[src/rtl/prbs_pkg.sv]
// Shared definitions for the x^4+x^3+1 sequence checker: FSM states, taps and
// the reference pattern produced from seed 0001.
package prbs_pkg;

   typedef enum logic [1:0] {
      ST_ACQ    = 2'd0,
      ST_SYNC   = 2'd1,
      ST_LOCKED = 2'd2
   } state_t;

   localparam int HIST_W  = 4;
   localparam int TAP_HI  = 3;
   localparam int TAP_LO  = 2;
   localparam int SEQ_LEN = 15;

   // Bit SEQ_LEN-1 is the first bit transmitted after seeding with 0001.
   localparam logic [SEQ_LEN-1:0] SEED_PATTERN = 15'b000100110101111;

   function automatic logic predict_bit(input logic [HIST_W-1:0] hist);
      return hist[TAP_HI] ^ hist[TAP_LO];
   endfunction

endpackage

[src/rtl/prbs_predict.sv]
// Received-bit history register with next-bit prediction and compare.
// The history shifts in the received bit, so the predictor self-synchronises.
module prbs_predict
   import prbs_pkg::*;
(
   input  logic              clk,
   input  logic              rst,
   input  logic              sin,
   input  logic              sin_valid,
   output logic [HIST_W-1:0] hist,
   output logic [HIST_W-1:0] hist_next,
   output logic              mismatch,
   output logic              hist_zero
);

   logic [HIST_W-1:0] hist_q;
   logic [HIST_W-1:0] hist_d;

   always_comb begin
      // NOTE: assign a default before any condition so no path leaves the
      // signal unassigned, which would infer a latch.
      hist_d = hist_q;
      if (sin_valid) begin
         hist_d = {hist_q[HIST_W-2:0], sin};
      end
   end

   always_ff @(posedge clk) begin
      // NOTE: registers use non-blocking assignment so every flop samples
      // pre-edge values regardless of statement order.
      if (rst) begin
         hist_q <= '0;
      end else begin
         hist_q <= hist_d;
      end
   end

   assign hist      = hist_q;
   assign hist_next = hist_d;
   assign mismatch  = sin ^ predict_bit(hist_q);
   assign hist_zero = (hist_q == '0);

endmodule

[config.mk]
export PLATFORM = sky130hd
export DESIGN_NAME = prbs_predict
export DESIGN_NICKNAME = d
export VERILOG_FILES = /design/src/rtl/prbs_pkg.sv /design/src/rtl/prbs_predict.sv
export SDC_FILE = /design/constraint.sdc
export NUM_CORES = 1
export LEC_CHECK = 0
export ABC_AREA = 1
export ABC_CLOCK_PERIOD_IN_PS = 2000
export CAP_MARGIN = 20
export CORE_AREA = 2 2 39 41
export CTS_CLUSTER_SIZE = 40
export DETAILED_ROUTE_END_ITERATION = 10
export DIE_AREA = 0 0 41 43
export GPL_TIMING_DRIVEN = 0
export PLACE_DENSITY = 0.54
export SYNTH_ARGS = -nofsm -noshare
export SYNTH_HDL_FRONTEND = slang
export SYNTH_SLANG_ARGS = --single-unit
[constraint.sdc]
create_clock -name clk -period 2 [get_ports clk]
set_input_delay 0.4 -clock clk [delete_from_list [all_inputs] [get_ports clk]]
set_output_delay 0.4 -clock clk [all_outputs]
set_load 0.02 [all_outputs]
==> results.py <==
metrics = {
    "status": {
        "outcome": "complete, no violations",
    },
    "logic_synthesis": {
        "yosys.area.top_type": "dfxtp_1",
        "synthTopCellsByArea": "dfxtp_1 39%, nand2_1 24%, inv_1 16%",
        "synth_edf_count": 0,
        "yosysWarningCount": 0,
        "async_flop_share_pct": 0,
        "synth_nets": 39,
        "synth_top_area_share_pct": 38.8,
        "ys_top_cells_by_count": "13 x nand2_1, 9 x inv_1, 5 x nor2_1",
        "synth-seq-cells": 4,
        "synth_cell_type_count": 7,
        "synth.cell_area_um2": 206,
        "synth-seq-area-share_pct": 38.8,
        "synthFlopType": "dfxtp_1",
        "avgSynthCellArea_um2": 6.07,
        "synthCells": 34,
        "yosysMostFrequentCell": "nand2_1",
    },
    "grt": {
        "grt_use_total_pct": 7.33,
        "grt_pass1_wl_um": 800,
        "grt_overflow": 0,
        "antenna_found_initial": 0,
        "grt_max_degree": 6,
        "grt_pass1_vias": 239,
    },
    "drt": {
        "drt-initial-drc-count": 0,
        "top_layer": "met4",
        "routed_wl_um": 501,
        "final_antenna_net_count": 0,
        "drt-met1-wl_um": 188,
        "wl_per_cell_um": 7.59,
        "vias_per_cell": 3.61,
        "dr_wl_met2_um": 255,
        "post-route-drc-count": 0,
        "drtPass1Iterations": 1,
        "via_count": 238,
        "met3WireLength_um": 42,
    },
    "layout": {
        "layout-drive-gt1-share_pct": 8.00,
        "largest_register_ffs": 4,
        "num-fill-cells": 176,
        "syn2layout_area_growth_pct": 81.8,
        "antenna_cells": 0,
        "nNetsFinal": 57,
    },
    "cts": {
        "cts.sinks": 4,
        "numCtsBuffers": 3,
        "cts_root_buffer": "clkbuf_4",
        "cts_tree": "built",
        "clock_path_buffers": 2,
        "h-tree-depth": 1,
        "clkLatencyLatePin_ns": 0.23,
        "clk_pin_slew_worst_paths_ns": 0.03,
    },
    "timing": {
        "tightest_slew_ns": 0.216,
        "setup_viol": 0,
        "fmax_ghz": 0.514,
        "min_period_ns": 1.95,
        "fin_ws_ns": 0.0548,
        "slew_headroom_pct": 85.5,
        "slew_viol_final": 0,
        "finClkSkew_ns": 0.000392,
        "hold_slack_ns": 0.585,
        "hold_viol": 0,
        "rsz0062_at_grt": "no",
        "period_share_pct": 97.3,
    },
    "min_path": {
        "hold_path.class": "register to register",
        "hold_depth": 4,
    },
    "worst_setup_path": {
        "cpPeakStageDelay_ns": 0.57,
        "crit_start": "sin_valid",
        "r2r_start": "hist[1]$_SDFF_PP0_",
        "reg2reg_to": "hist[1]$_SDFF_PP0_",
        "reg2reg_setup_slack_ns": 1.30,
        "path_common_cell": "nand2_1",
        "cp-end-kind": "primary output",
        "crit_arrival_ns": 1.55,
        "cp-start-kind": "input port",
        "crit_end": "hist_next[0]",
        "critPathKind": "input port to primary output",
        "path_max_fanout": 5,
        "crit_chain": "clkdlybuf4s50_1 -> inv_2 -> nand2_1 -> nand2_1 -> inv_1 -> dlygate4sd2_1",
        "critical_path_required_ns": 1.60,
        "r2r_cells": 4,
        "crit_slowest_cell": "clkdlybuf4s50_1",
    },
    "placed_design": {
        "dpl_worst_slack_ns": -0.216,
        "place.gp.congestion": 0.637,
        "dp_hpwl_um": 428,
        "port_buffers": 13,
    },
    "floorplanning": {
        "dieArea_um2": 1760,
        "initial_utilization_pct": 14.9,
        "die_x_um": 41,
        "std_cell_rows": 14,
        "boundaryPins": 14,
        "die_h_um": 43,
        "core_um2": 1380,
    },
    "pwr": {
        "powerDensity_nw_per_um2": 732,
        "leakage_nw": 0.211,
        "ir_drop_mv": 0.203,
    },
    "flow_run": {
        "maxCapViolCount": 0,
    },
}
==> area by class of cell <==
cell class / count / area (µm²) / area share, %
timing repair buffer: 13 / 126 / 33.7
clock buffer: 3 / 22.5 / 6.00
tap: 16 / 20.0 / 5.33
sequential: 4 / 80.1 / 21.3
inverter: 10 / 37.5 / 10.0
multi-input combinational: 20 / 88.8 / 23.7
==> cell families after synthesis <==
kind of cell	share of synthesized area, %
simple gates	32.7
buf+inv	18.2
flops	38.8
xor+xnor	4.24
fa+ha+maj	6.06
==> repair_timing <==
action	4_1_cts	5_1_grt
hold buffers	0	0
setup buffers	0	0
endpoints found under the setup margin	5	2
resized for setup	5	2
==> layer usage <==
| metal | GRT usage (%) | vias up |
|---|---|---|
| met3 | 3.66 | 2 |
| met4 | 8.00 | 0 |
| met2 | 10.6 | 9 |
| li1 | - | 125 |
| met1 | 6.43 | 102 |
| met5 | 0 | - |
==> power by group <==
group / leakage, nW / switching, mW / internal [mW]
sequential: 0.0331 / 0.00309 / 0.0857
clock: 0.0138 / 0.0302 / 0.0669
combinational: 0.164 / 0.0497 / 0.0390
==> worst min-delay path by stage <==
stage | from | endpoint | slack [ns]
5_1_grt | hist[1]$_SDFF_PP0_ | hist[2]$_SDFF_PP0_ | 0.64
6_report | hist[3]$_SDFF_PP0_ | hist[3]$_SDFF_PP0_ | 0.59
3_5_place_dp | hist[3]$_SDFF_PP0_ | hist[3]$_SDFF_PP0_ | 0.59
4_1_cts | hist[3]$_SDFF_PP0_ | hist[3]$_SDFF_PP0_ | 0.59
2_1_floorplan | rst | hist[0]$_SDFF_PP0_ | 0.47
3_3_place_gp | hist[3]$_SDFF_PP0_ | hist[3]$_SDFF_PP0_ | 0.58
==> stage by stage <==
stage	total power, mW	instance area (µm²)	instances	utilization (%)	setup TNS, ns
floorplan	0.138	206	34	-	0
global route	0.296	375	66	27.1	0
detailed placement	0.187	357	63	25.8	-0.895
global placement	0.186	357	63	25.8	-0.889
finish	0.275	375	66	27.1	0
CTS	0.281	373	66	26.9	0
==> critical path: cells and delay by family <==
kind	cells	cell delay (ns)
and+or+nand+nor	2	0.13
buffers and inverters	4	1.02
==> cell usage in the layout (no fill, tap or decap) <==
master	Yosys	routed
xor2_1	1	1
clkbuf_4	0	3
clkdlybuf4s15_1	0	2
clkdlybuf4s50_1	0	8
inv_1	9	9
inv_2	1	1
dfxtp_1	4	4
dlygate4sd2_1	0	3
ha_1	1	1
nor2_1	5	5
nand2_1	13	13
No activity file was read; power rests on OpenSTA's default activity.
